--- src/rtl/seq_multiplier.sv ---
// Sequential shift-and-add multiplier with sign handling by magnitude/negate
// and an optional single-cycle path for zero operands.
//
// state | meaning
// IDLE  | waiting for Start; operands captured on accept
// RUN   | one add/shift iteration per cycle, BITS cycles
// FIX   | form final product, negate if operand signs differ
// ZSKIP | zero operand seen at accept, product is 0
// DONE  | publish Producto with a one-cycle Ready pulse
module seq_multiplier #(
  parameter int BITS      = 8,
  parameter int SKIP_ZERO = 1
) (
  input  logic              clk,
  input  logic              rst,
  input  logic              Start,
  input  logic              Signed,
  input  logic [BITS-1:0]   Multiplicando,
  input  logic [BITS-1:0]   Multiplicador,
  output logic [2*BITS-1:0] Producto,
  output logic              Ready,
  output logic              Busy
);

  localparam int CW = $clog2(BITS + 1);

  typedef enum logic [2:0] {IDLE, RUN, FIX, DONE, ZSKIP} state_t;

  state_t            state_q, state_d;
  logic [BITS:0]     a_q, a_d;
  logic [BITS-1:0]   q_q, q_d;
  logic [BITS-1:0]   m_q, m_d;
  logic [CW-1:0]     cnt_q, cnt_d;
  logic              signed_q, signed_d;
  logic              sb_q, sb_d;
  logic              sq_q, sq_d;
  logic [2*BITS-1:0] res_q, res_d;
  logic [2*BITS-1:0] prod_q, prod_d;
  logic              ready_q, ready_d;

  logic              neg_b, neg_q;
  logic [BITS-1:0]   mag_b, mag_q;
  logic [BITS:0]     sum;
  logic [2*BITS:0]   shifted;
  logic [2*BITS-1:0] mag_p;

  assign neg_b   = Signed & Multiplicando[BITS-1];
  assign neg_q   = Signed & Multiplicador[BITS-1];
  // The most-negative operand negates to itself, which read unsigned is 2^(BITS-1).
  assign mag_b   = neg_b ? -Multiplicando : Multiplicando;
  assign mag_q   = neg_q ? -Multiplicador : Multiplicador;
  assign sum     = a_q + (q_q[0] ? {1'b0, m_q} : '0);
  assign shifted = {sum, q_q} >> 1;
  assign mag_p   = {a_q[BITS-1:0], q_q};

  always_comb begin
    state_d  = state_q;
    a_d      = a_q;
    q_d      = q_q;
    m_d      = m_q;
    cnt_d    = cnt_q;
    signed_d = signed_q;
    sb_d     = sb_q;
    sq_d     = sq_q;
    res_d    = res_q;
    prod_d   = prod_q;
    ready_d  = 1'b0;
    case (state_q)
      IDLE: begin
        if (Start) begin
          signed_d = Signed;
          sb_d     = neg_b;
          sq_d     = neg_q;
          m_d      = mag_b;
          q_d      = mag_q;
          a_d      = '0;
          cnt_d    = CW'(BITS);
          if ((SKIP_ZERO != 0) && ((Multiplicando == '0) || (Multiplicador == '0)))
            state_d = ZSKIP;
          else
            state_d = RUN;
        end
      end
      RUN: begin
        a_d   = shifted[2*BITS:BITS];
        q_d   = shifted[BITS-1:0];
        cnt_d = cnt_q - CW'(1);
        if (cnt_q == CW'(1)) state_d = FIX;
      end
      FIX: begin
        res_d   = (signed_q & (sb_q ^ sq_q)) ? -mag_p : mag_p;
        state_d = DONE;
      end
      ZSKIP: begin
        res_d   = '0;
        state_d = DONE;
      end
      DONE: begin
        // Producto and Ready move on the same edge so a consumer never sees a stale product.
        prod_d  = res_q;
        ready_d = 1'b1;
        state_d = IDLE;
      end
      default: state_d = IDLE;
    endcase
  end

  always_ff @(posedge clk or negedge rst) begin
    if (!rst) begin
      state_q  <= IDLE;
      a_q      <= '0;
      q_q      <= '0;
      m_q      <= '0;
      cnt_q    <= '0;
      signed_q <= 1'b0;
      sb_q     <= 1'b0;
      sq_q     <= 1'b0;
      res_q    <= '0;
      prod_q   <= '0;
      ready_q  <= 1'b0;
    end else begin
      state_q  <= state_d;
      a_q      <= a_d;
      q_q      <= q_d;
      m_q      <= m_d;
      cnt_q    <= cnt_d;
      signed_q <= signed_d;
      sb_q     <= sb_d;
      sq_q     <= sq_d;
      res_q    <= res_d;
      prod_q   <= prod_d;
      ready_q  <= ready_d;
    end
  end

  assign Producto = prod_q;
  assign Ready    = ready_q;
  assign Busy     = (state_q != IDLE);

endmodule

--- config.mk ---
export PLATFORM = sky130hd
export DESIGN_NAME = seq_multiplier
export DESIGN_NICKNAME = d
export VERILOG_FILES = /design/src/rtl/seq_multiplier.sv
export SDC_FILE = /design/constraint.sdc
export NUM_CORES = 1
export LEC_CHECK = 0
export ABC_CLOCK_PERIOD_IN_PS = 3500
export CAP_MARGIN = 30
export CORE_ASPECT_RATIO = 1.2
export CORE_MARGIN = 3
export CORE_UTILIZATION = 46
export CTS_BUF_LIST = sky130_fd_sc_hd__clkbuf_4
export DETAILED_ROUTE_END_ITERATION = 10
export DONT_BUFFER_PORTS = 1
export GPL_TIMING_DRIVEN = 0
export RECOVER_POWER = 100
export SLEW_MARGIN = 20
export SYNTH_ARGS = -nofsm -noshare
export SYNTH_HDL_FRONTEND = slang
export SYNTH_SLANG_ARGS = --single-unit
export TNS_END_PERCENT = 100
--- constraint.sdc ---
create_clock -name clk -period 3.5 [get_ports clk]
set_clock_uncertainty 0.2 [all_clocks]
set_input_delay 0.175 -clock clk [delete_from_list [all_inputs] [get_ports clk]]
set_output_delay 0.175 -clock clk [all_outputs]
set_load 0.01 [all_outputs]
Word-level counts from Yosys, hierarchy flattened
Index checks and enable logic that the tools add are counted.
{"block": "totals", "ff_bits": 68, "latchBits": 0, "ramBits": 0, "romBits": 0, "output_inout_bits": 18, "word_cells": 54, "mem_count": 0}
{"block": "classes", "n_addsub": 5, "multipliers": 0, "div": 0, "n_lt_le_gt_ge": 0, "n_eq_ne": 7, "shift": 0, "mux": 16, "bitwise_logic": 4, "reduce_logical": 11}
{"op": "$mux 8", "count": 4}
{"op": "$pmux 16 s2", "count": 1}
{"op": "$pmux 9 s2", "count": 1}
{"op": "$logic_not 8->1", "count": 2}
{"op": "$mux 16", "count": 1}
{"op": "$neg 16->16", "count": 1}
{"op": "$neg 8->8", "count": 2}
{"op": "$pmux 8 s2", "count": 1}
{"op": "$add 9x8->9", "count": 1}
{"op": "$mux 3", "count": 3}
{"op": "$mux 9", "count": 1}
{"op": "$pmux 3 s3", "count": 1}
{"op": "$pmux 4 s2", "count": 1}
{"op": "$eq 3x2->1 const B", "count": 2}
{"op": "$reduce_and 2->1", "count": 3}
{"op": "$eq 4x1->1 const B", "count": 1}
{"op": "$mux 4", "count": 1}
{"op": "$ne 2x2->1 const B", "count": 2}
{"op": "$reduce_bool 2->1", "count": 2}
{"op": "$sub 4x1->4 const B", "count": 1}
{"op": "$and 1x1->1", "count": 3}
{"op": "$eq 3x1->1 const B", "count": 1}
{"op": "$eq 3x3->1 const B", "count": 1}
{"op": "$logic_not 3->1", "count": 1}
{"op": "other kinds (5)", "count": 5}

Depth between registers and ports, before layout
{"block": "logic_depth", "ltp_word": 5, "depth_mapped": 8, "ltp_nobuf": 7}

Worst setup path after synthesis
No wires, ideal clock.
{"block": "synth_timing", "kind": "register -> register", "startpoint": "register q_q[6]", "endpoint": "register res_q[15]", "setup_ps": 69, "t_arrival_ps": 1930, "t_required_ps": 3231, "path_slack_ps": 1301, "path_stages_with_launch": 6, "path_buffers": 1, "path_cell_list": "dfrtp_1 -> or4_4 -> or2_2 -> clkbuf_1 -> or4_1 -> nand3_1"}
{"block": "synth_between", "elab_chain_cells": 3}
{"element": "start: declaration", "line": "31", "source": "logic [BITS-1:0] q_q, q_d;"}
{"element": "start signal: assignment", "line": "124", "source": "q_q <= q_d;"}
{"element": "$neg 16->16", "line": "91", "source": "res_d = (signed_q & (sb_q ^ sq_q)) ? -mag_p : mag_p;"}
{"element": "$mux 16", "line": "91"}
{"element": "$pmux 16 s2", "line": "68", "source": "case (state_q)"}
{"element": "end signal: assignment", "line": "130", "source": "res_q <= res_d;"}
{"element": "end: declaration", "line": "37", "source": "logic [2*BITS-1:0] res_q, res_d;"}
Every way passes these cells.
A chain may end at the register's enable or synchronous reset.

Worst setup path in the final report
{"block": "layout_timing", "startpoint": "register state_q[1]", "endpoint": "register a_q[5]"}
{"block": "layout_between", "elab_chain_cells": 3, "elab_cells_between_ends": 6}
{"element": "start: declaration", "line": "29", "source": "state_t state_q, state_d;"}
{"element": "start signal: assignment", "line": "122", "source": "state_q <= state_d;"}
{"element": "$eq 3x1->1 or $logic_not 3->1 (tied branches)", "line": "68"}
{"element": "$reduce_bool 2->1 (no source line) or $ne 2x2->1 (tied branches)"}
{"element": "$reduce_and 2->1 (no source line)"}
{"element": "end signal: assignment", "line": "111", "source": "a_q <= '0;"}
{"element": "end signal: assignment", "line": "123", "source": "a_q <= a_d;"}
{"element": "end: declaration", "line": "30", "source": "logic [BITS:0] a_q, a_d;"}
Several ways; a longest one is shown, not always the timed one.

==> flow_summary.ini <==
[power_and_ir_drop]
swShare_pct = 42.5
pwr-share-seq_pct = 43.9
power_frac_comb_pct = 42.5
power.net_switching_uw = 1350
power_density_nw_per_um2 = 757
p_int_uw = 1820
p_clk_share_pct = 13.5
p_leak_uw = 0.00181
ir_drop_uv = 252

[timing]
hold_violations = 0
min_period_over_period_pct = 72.8
drv_slew = 68
fmax_mhz = 393
setup-violations-final = 0
tightestPinTransition_ps = 1610
setup_ws_ps = 954
slew_headroom_pct = -7.62
setup_tns_ps = 0
grt_setup_unrepaired = no
period_needed_ps = 2550

[drt]
wire_per_inst_um = 15.8
via_per_inst = 5.84
vias = 3036
drtIter0Drc = 159
wirelength_um = 8210
firstDrtPassIters = 4
ant_nets = 0
drt_drc_violations_left = 0

[worst_setup_path]
crit_buf_inv = 3
worstPathCellList = clkbuf_1, or4b_2, clkbuf_1, clkbuf_1, nand3_1, o21ai_0
crit_top_cell = clkbuf_1
slowest_delay_ps = 720
critical_path_required_ps = 3570
cp-end-kind = flop
critical_path.max_fanout = 10
cp.depth = 6
reg2regPathDepth = 6
criticalPathCategory = flop to flop
crit_arrival_ps = 2610
start_kind = flop
cp_slowest_cell = or4b_2
cp_top_family = simple AND/OR/NAND/NOR gates

[yosys]
synthesis.nets = 417
yosys_most_used_dff = dfrtp_1
netlist_area_um2 = 3690
synth.area.top_cells = dfrtp_1 45%, mux2_2 5.2%, nand2_1 4.8%
ys_warn_count = 0
syn_area_per_cell_um2 = 9.62
synth_edf_count = 0
synth_top_cell_area_share_pct = 45.5
postSynth.asyncResetShare_pct = 100
synth.most_common_cell = dfrtp_1
synth_cells = 383
ys_types = 51
yosys-top-cells-count = 67 x dfrtp_1, 47 x nand2_1, 30 x o21ai_0
synth_largest_area_cell = dfrtp_1
yosysSeqAreaShare_pct = 45.5
ys_seq_elements = 67

[floorplan]
fp.dieH_um = 104
dieArea_um2 = 9130
dieWidth_um = 87.7
rows = 35
ios = 38
coreArea_um2 = 7750
initial_utilization_pct = 47.6

[outcome]
violations = max-capacitance violations, max-slew violations
outcome = finished with violations

[global_route]
antenna_found_initial = 0
first_global_vias = 3027
grt_pass1_wl_um = 14300
grtUsageTotal_pct = 19.5
overflow = 0
grt_max_degree = 68

[clocking]
cts_tree = done
cts_sinks = 67
ctsLongestPathBuffers = 2
clk_pin_slew_ps = 120
clock_latency_ps = 400
cts_max_level = 3
cts_root_buf = clkbuf_4
hold_buffers = 28
cts_buffers = 9
cts_resized = 0
postCtsSetupBuffers = 0

[cells_and_area]
regArea_um2 = 1680
layout.nets = 457
syn2layout_area_growth_pct = 13.8
final_area_um2 = 4200
fill_cells = 712
drive_gt1_share_pct = 9.81
multi_input_area_um2 = 1890
utilization_pct = 54.1
num_antenna_cells = 0

[min_path]
hold_path.class = primary input to flop
hold_path_depth = 4

[placement]
gp_congestion = 0.909
placed_cell_area_um2 = 3810
dp_hpwl_um = 5780
port_buffers = 0
dpl_worst_slack_ps = 1010

[job]
maxCapViolCount = 1
==> per-layer routing <==
| layer | track usage [%] | vias to the layer above | part of all wire [%] |
|---|---|---|---|
| li1 | - | 1469 | - |
| met1 | 24.5 | 1464 | 43 |
| met2 | 32.1 | 94 | 50 |
| met3 | 4.36 | 9 | 4.7 |
| met4 | 7.46 | 0 | 1.8 |
| met5 | 0 | - | 0 |
==> layout make-up <==
cell class | instances | share of cell area [%]
Sequential cell | 67 | 40.0
Timing Repair Buffer | 29 | 6.68
Clock inverter | 7 | 1.07
Clock buffer | 9 | 1.61
Buffer | 19 | 1.70
Tap cell | 92 | 2.74
Inverter | 12 | 1.07
Multi-Input combinational cell | 285 | 45.2
==> worst paths after layout <==
kind	to	start	slack, ps
setup / recovery	a_q[5]	state_q[1]	950
hold reg to reg	cnt_q[3]	cnt_q[3]	280
setup reg to reg	a_q[5]	state_q[1]	950
min in group asynchronous	res_q[5]	rst	520
max in group asynchronous	m_q[4]	rst	1610
hold / removal	m_q[4]	Multiplicando[2]	30
==> power groups by stage <==
| stage | registers, uW | logic [uW] | clock network [uW] |
|---|---|---|---|
| 6_report | 1390 | 1350 | 430 |
| 5_1_grt | 1450 | 1550 | 483 |
| 4_1_cts | 1400 | 1370 | 447 |
| 3_5_place_dp | 1410 | 1310 | 0 |
| 3_3_place_gp | 1400 | 1270 | 0 |
| 2_1_floorplan | 1330 | 1050 | 0 |
==> worst min-delay path, cell delays in order <==
cell     delay, ps
nor2_1          40
a21oi_1        180
xnor2_1        130
o21ai_0         60
==> sequential cells by signal, indices dropped and copies added, names as in the netlist <==
| name | flops |
|---|---|
| m_q | 8 |
| cnt_q | 4 |
| res_q | 16 |
| Producto | 16 |
| a_q | 8 |
| state_q | 3 |
| Ready | 1 |
| signed_q | 1 |
| q_q | 8 |
| sq_q | 1 |
| sb_q | 1 |
==> logic make-up after synthesis <==
family / after synthesis / share of synthesized area (%)
XOR/XNOR: 21 / 4.99
AND/OR/NAND/NOR: 144 / 20.4
AO/OA/AOI/OAI: 88 / 15.5
multiplexers: 18 / 5.46
buffers and inverters: 31 / 3.19
adder cells (fa/ha/maj): 14 / 4.96
flip-flops: 67 / 45.5
==> stage by stage <==
stage / cells / total power (uW) / hold slack [ps]
floorplan: 383 / 2380 / -321
global placement: 475 / 2670 / -319
detailed placement: 475 / 2720 / -319
CTS: 519 / 3210 / 2.43
global route: 520 / 3480 / 2.41
finish: 520 / 3170 / 27.4
==> layout by cell type (no fill, tap or decap), types with 3 or more instances in the layout <==
master and count:
dfrtp_1 67, nand2_1 47, o21ai_0 30, dlygate4sd3_1 27, nand3_1 21, clkbuf_1 19, nor2_1 17, mux2_2 17
a21oi_1 16, ha_1 13, inv_1 12, xor2_1 11, xnor2_1 10, o211ai_1 9, clkbuf_4 9, and2_1 8
or4_1 7, nand2b_1 7, nor3_1 6, nor3b_1 5, a22oi_1 4, nor4_1 4, o311ai_0 4, a31oi_1 4
or3b_2 3, nand4_1 3, and3_1 3, a221o_1 3
Power figures use the tool's default switching activity.
